==> src/rtl/fetch_queue_if.sv <==
// fetch_queue_if: memory, redirect and rf_read handshake bundle of the fetch queue (master = queue side)
interface fetch_queue_if #(
  parameter int DEPTH = 4
);
  logic [15:0] o_pc_addr;
  logic o_pc_rd;
  logic [15:0] i_pc_rddata;
  logic i_redirect;
  logic [15:0] i_redirect_pc;
  logic o_valid;
  logic [15:0] o_instr;
  logic [15:0] o_instr_pc;
  logic i_ready;
  logic [$clog2(DEPTH):0] o_count;
  modport master (
    output o_pc_addr, o_pc_rd, o_valid, o_instr, o_instr_pc, o_count,
    input i_pc_rddata, i_redirect, i_redirect_pc, i_ready
  );
  modport slave (
    input o_pc_addr, o_pc_rd, o_valid, o_instr, o_instr_pc, o_count,
    output i_pc_rddata, i_redirect, i_redirect_pc, i_ready
  );
endinterface

==> src/rtl/fetch_queue.sv <==
// fetch_queue: credit-based instruction prefetch queue with PC-tagged entries and redirect flush; FETCHQ_BYPASS_EN adds an empty-queue response bypass
module fetch_queue #(
  parameter int DEPTH = 4,
  parameter logic [15:0] RESET_PC = 16'h0000
) (
  input logic clk,
  input logic reset,
  fetch_queue_if.master bus
);
  localparam int PW = $clog2(DEPTH);
  localparam int CW = PW + 1;
  localparam int XW = CW + 1;
  typedef enum logic [1:0] {BOOT, RUN, FULL} state_t;
  state_t state_q, state_d;
  logic [15:0] fetch_pc_q, fetch_pc_d, rsp_pc_q, rsp_pc_d;
  logic [PW-1:0] wr_q, wr_d, rd_q, rd_d;
  logic [CW-1:0] count_q, count_d;
  logic inflight_q, inflight_d, drop_q, drop_d;
  logic [31:0] mem_q [DEPTH];
  logic [31:0] mem_d [DEPTH];
  logic credit, issue, push, byp, store, deq;
  always_ff @(posedge clk or negedge reset)
    if (!reset) state_q <= BOOT;
    else state_q <= state_d;
  always_comb begin
    credit = XW'(count_q) + XW'(inflight_q) < XW'(DEPTH);
    state_d = (bus.i_redirect || credit || state_q == BOOT) ? RUN : FULL;
  end
  always_comb begin
    issue = state_q == RUN && credit && !bus.i_redirect;
    bus.o_pc_rd = issue;
    bus.o_pc_addr = fetch_pc_q;
  end
  always_comb begin
    push = inflight_q && !drop_q && !bus.i_redirect;
`ifdef FETCHQ_BYPASS_EN
    byp = push && count_q == '0;
`else
    byp = 1'b0;
`endif
    bus.o_valid = !bus.i_redirect && (count_q != '0 || byp);
    {bus.o_instr_pc, bus.o_instr} = byp ? {rsp_pc_q, bus.i_pc_rddata} : mem_q[rd_q];
    bus.o_count = count_q;
    store = push && !(byp && bus.i_ready);
    deq = bus.o_valid && bus.i_ready && count_q != '0;
    mem_d = mem_q;
    if (store) mem_d[wr_q] = {rsp_pc_q, bus.i_pc_rddata};
    wr_d = bus.i_redirect ? '0 : wr_q + PW'(store);
    rd_d = bus.i_redirect ? '0 : rd_q + PW'(deq);
    count_d = bus.i_redirect ? '0 : count_q + CW'(store) - CW'(deq);
    fetch_pc_d = bus.i_redirect ? bus.i_redirect_pc : issue ? fetch_pc_q + 16'd2 : fetch_pc_q;
    rsp_pc_d = issue ? fetch_pc_q : rsp_pc_q;
    inflight_d = issue;
    drop_d = bus.i_redirect && inflight_d;
  end
  always_ff @(posedge clk or negedge reset)
    if (!reset) begin
      fetch_pc_q <= RESET_PC;
      rsp_pc_q <= '0;
      wr_q <= '0;
      rd_q <= '0;
      count_q <= '0;
      inflight_q <= 1'b0;
      drop_q <= 1'b0;
      for (int i = 0; i < DEPTH; i++) mem_q[i] <= '0;
    end else begin
      fetch_pc_q <= fetch_pc_d;
      rsp_pc_q <= rsp_pc_d;
      wr_q <= wr_d;
      rd_q <= rd_d;
      count_q <= count_d;
      inflight_q <= inflight_d;
      drop_q <= drop_d;
      mem_q <= mem_d;
    end
endmodule

==> src/flat_wrapper.sv <==
// flat-port wrapper written by rule: the top's interface ports become plain ports
module fetch_queue_flat 
#(
  parameter int DEPTH = 4,
  parameter logic [15:0] RESET_PC = 16'h0000
)
  (clk, reset, bus_o_pc_addr, bus_o_pc_rd, bus_o_valid, bus_o_instr, bus_o_instr_pc, bus_o_count, bus_i_pc_rddata, bus_i_redirect, bus_i_redirect_pc, bus_i_ready);
  fetch_queue_if #(.DEPTH(DEPTH)) bus_i ();
  input logic clk;
  input logic reset;
  output wire logic [$bits(bus_i.o_pc_addr)-1:0] bus_o_pc_addr;
  output wire logic [$bits(bus_i.o_pc_rd)-1:0] bus_o_pc_rd;
  output wire logic [$bits(bus_i.o_valid)-1:0] bus_o_valid;
  output wire logic [$bits(bus_i.o_instr)-1:0] bus_o_instr;
  output wire logic [$bits(bus_i.o_instr_pc)-1:0] bus_o_instr_pc;
  output wire logic [$bits(bus_i.o_count)-1:0] bus_o_count;
  input wire logic [$bits(bus_i.i_pc_rddata)-1:0] bus_i_pc_rddata;
  input wire logic [$bits(bus_i.i_redirect)-1:0] bus_i_redirect;
  input wire logic [$bits(bus_i.i_redirect_pc)-1:0] bus_i_redirect_pc;
  input wire logic [$bits(bus_i.i_ready)-1:0] bus_i_ready;
  assign bus_o_pc_addr = bus_i.o_pc_addr;
  assign bus_o_pc_rd = bus_i.o_pc_rd;
  assign bus_o_valid = bus_i.o_valid;
  assign bus_o_instr = bus_i.o_instr;
  assign bus_o_instr_pc = bus_i.o_instr_pc;
  assign bus_o_count = bus_i.o_count;
  assign bus_i.i_pc_rddata = bus_i_pc_rddata;
  assign bus_i.i_redirect = bus_i_redirect;
  assign bus_i.i_redirect_pc = bus_i_redirect_pc;
  assign bus_i.i_ready = bus_i_ready;
  fetch_queue #(.DEPTH(DEPTH), .RESET_PC(RESET_PC)) u_core (.clk(clk), .reset(reset), .bus(bus_i));
endmodule
==> config.mk <==
export PLATFORM = sky130hd
export DESIGN_NAME = fetch_queue_flat
export DESIGN_NICKNAME = d
export VERILOG_FILES = /design/src/rtl/fetch_queue_if.sv /design/src/rtl/fetch_queue.sv /design/src/flat_wrapper.sv
export SDC_FILE = /design/constraint.sdc
export NUM_CORES = 1
export LEC_CHECK = 0
export BUFFER_PORTS_ARGS = -buffer_cell sky130_fd_sc_hd__buf_2
export CAP_MARGIN = 30
export CELL_PAD_IN_SITES_DETAIL_PLACEMENT = 1
export CELL_PAD_IN_SITES_GLOBAL_PLACEMENT = 2
export CORE_AREA = 5 5 136 138
export CTS_CLUSTER_DIAMETER = 200
export DETAILED_ROUTE_END_ITERATION = 12
export DIE_AREA = 0 0 141 143
export PLACE_DENSITY = 0.86
export SYNTH_ARGS = -nofsm -noshare
export SYNTH_HDL_FRONTEND = slang
export SYNTH_SLANG_ARGS = --single-unit
==> constraint.sdc <==
create_clock -name clk -period 4.4 [get_ports clk]
set_input_delay 0.88 -clock clk [delete_from_list [all_inputs] [get_ports clk]]
set_output_delay 0.88 -clock clk [all_outputs]
set_load 0.02 [all_outputs]
==> results.yml <==
synthesis:
  ys_ff_latch: 171
  synth.cell_area_mm2: 0.00757
  syn_inst: 499
  synth_cell_type_count: 38
  synth.net_count: 542
  ys_warn_count: 0
  synth_area_per_cell_um2: 15.2
  seq_area_frac_synth_pct: 56.5
routing:
  ant_nets: 0
  dr.pass1.iters: 4
  drc: 0
  vias: 4603
  drt_iter0_drc: 144
  viasPerCell: 5.56
  wl_per_cell_um: 21.6
  routed_wl_um: 17900
clock_network:
  cts_tree: "built"
  cts_buffer_depth: 2
  path_clk_slew_ps: 70
  cts_sinks: 171
  post_cts_resized: 0
  cts_made_buffers: 17
  clock_tree.root_cell: "clkbuf_16"
  htreeDepth: 4
  insertion_delay_ps: 420
  cts_setup_buffers: 0
  cts_hold_buf: 0
setup_path:
  rrSetupSlack_ps: 2170
  cp_max_fo: 19
  rr_worst_depth: 5
  worstReg2RegEnd: "u_core.mem_q[36]"
  crit_path_end_kind: "output port"
  reg2reg_from: "u_core.inflight_q"
  startpoint_type: "flop"
  criticalPathCategory: "reg2out"
  crit_required_ps: 3520
  worst_ep_arrival_time_ps: 2400
worst_hold_path:
  hp-start: "u_core.mem_q[37]"
  hold_path_depth: 1
  min_path_type: "reg2reg"
  min_to: "u_core.mem_q[37]"
power:
  leakage_nw: 4.07
  p_sw_share_pct: 32.9
  max-vdd-ir-drop_mv: 0.316
  p_clk_share_pct: 27.6
  powerDensity_mw_per_mm2: 604
  power_frac_comb_pct: 29.0
  seqPwrFrac_pct: 43.4
  intPower_w: 0.00359
  p_sw_w: 0.00176
placement:
  place_ws_ps: 1250
  gp_congestion: 0.829
  port_buffers: 88
  place.detailed.hpwl_um: 11900
timing:
  clock_skew_ps: 7.11
  min_period_over_period_pct: 74.6
  relSlewSlack_pct: 31.8
  final_max_slew_viol_count: 0
  rsz0062_at_grt: "no"
  tightest_slew_ps: 1020
  setup-tns-final_ps: 0
  hold_viol: 0
  fmax_mhz: 305
  final.setup.worst_slack_ps: 1120
  finalCriticalPeriod_ps: 3280
  setup-violations-final: 0
job:
  cap_violations: 0
final_layout:
  finalNetCount: 633
  diodes: 0
  drive_gt1_share_pct: 51.7
  layout_common_cells: "170 x dfrtp_1, 142 x mux2_2, 87 x buf_2, 32 x mux4_2, 20 x nor2_1"
  fin_util_pct: 51.9
  layout_commonest_cell: "dfrtp_1"
  area_delta_synth_final_pct: 16.9
floorplan:
  die_x_um: 141
  fp.dieH_um: 143
  die-area_mm2: 0.0202
  initial_core_util_pct: 44.4
  num_io_pins: 89
  core_area_mm2: 0.0171
  num_rows: 48
global_routing:
  overflow: 0
  met2_usage_pct: 32.4
  met1_usage_pct: 24.4
  grt_max_degree: 96
  use_met3_pct: 4.02
  grt_busiest_layer: "met2"
  grt_pass1_vias: 5201
  antenna_found_initial: 0
  grt_pass1_wl_um: 29300
  track_usage_pct: 18.9
run_status:
  status: "complete, no violations"
[state kept, by name (all words and copies together), names as in the netlist]
signal / flops
u_core.mem_q: 128
u_core.bus.o_pc_addr: 16
u_core.rsp_pc_q: 16
u_core.bus.o_count: 3
u_core.rd_q: 2
u_core.state_q: 2
u_core.wr_q: 2
u_core.drop_q: 1
u_core.inflight_q: 1
[stage by stage]
step / hold WS (ps) / instance area, um2 / cells / total power (W)
floorplan: 452 / 7570 / 499 / 0.00332
global placement: 462 / 8260 / 796 / 0.00380
detailed placement: 486 / 8260 / 796 / 0.00390
CTS: 501 / 8850 / 828 / 0.00542
global route: 520 / 8850 / 828 / 0.00563
finish: 495 / 8850 / 828 / 0.00535
[synthesized netlist by cell type, drive strengths merged]
cell type  count  area [um2]
o31ai          7        52.6
fa             1        20.0
conb           1        3.75
nand3b         1        7.51
a31oi         15        93.8
inv            6        22.5
and2           2        12.5
nor3b          2        25.0
buf           19         114
or4            7        52.6
dfrtp        171        4280
and4           4        35.0
o211ai         1        7.51
nand3          8        45.0
ha             6        75.1
o21ai          7        35.0
nand2          7        26.3
nor2          21        81.3
xnor2          3        26.3
and3           2        12.5
nand4          2        12.5
nand2b         1        6.26
o41ai          1        8.76
and4b          1        10.0
or3            7        43.8
clkbuf        10        37.5
mux2         146        1640
mux2i          1        10.0
a2bb2oi        1        8.76
mux4          32         721
nor2b          4        25.0
or4b           1        10.0
nor3           1        5.00
[worst max-delay path by stage]
stage	slack, ps	start	endpoint	cells past startpoint
finish	1120	u_core.rd_q[1]	bus_o_instr[1]	3
global route	990	u_core.bus.o_count[1]	bus_o_pc_rd	6
CTS	1070	u_core.rd_q[1]	bus_o_instr[1]	3
detailed placement	1250	bus_i_redirect	bus_o_pc_rd	6
global placement	1290	bus_i_redirect	bus_o_pc_rd	6
floorplan	1680	bus_i_redirect	u_core.bus.o_count[2]	10
[routing by layer]
layer,up-vias,share of wire (%)
met3,16,3.4
met5,-,0
met4,0,1.7
li1,2044,-
met1,2447,43
met2,96,52
[worst max-delay path, cell delays in order (launching register included)]
cell and delay (ps):
dfrtp_1 1010, buf_4 410, mux4_2 370, buf_2 180
[cell type report]
type / count / area, um2
clock buffers: 19 / 443
clock inverters: 13 / 145
fillers: 1697 / 8210
inverters: 6 / 22.5
multi-input cells: 293 / 3130
flip-flops and latches: 171 / 4280
well taps: 225 / 282
repair buffers: 101 / 544
[power groups by stage]
stage	logic [W]	registers [W]	clock network [W]
6_report	0.00155	0.00232	0.00148
5_1_grt	0.00168	0.00237	0.00158
4_1_cts	0.00159	0.00232	0.00151
3_5_place_dp	0.00157	0.00234	0
3_3_place_gp	0.00151	0.00228	0
2_1_floorplan	0.00109	0.00222	0
[cell families after synthesis]
| group | share of synthesized area, % |
|---|---|
| DFF | 56.5 |
| xor gates and xnor gates | 0.347 |
| AOI/OAI and AO/OA | 2.73 |
| buffers and inverters | 2.30 |
| other | 0.0495 |
| adders and majority gates | 1.26 |
| and+or+nand+nor | 5.42 |
| muxes | 31.4 |
(Power assumes the default switching activity.)
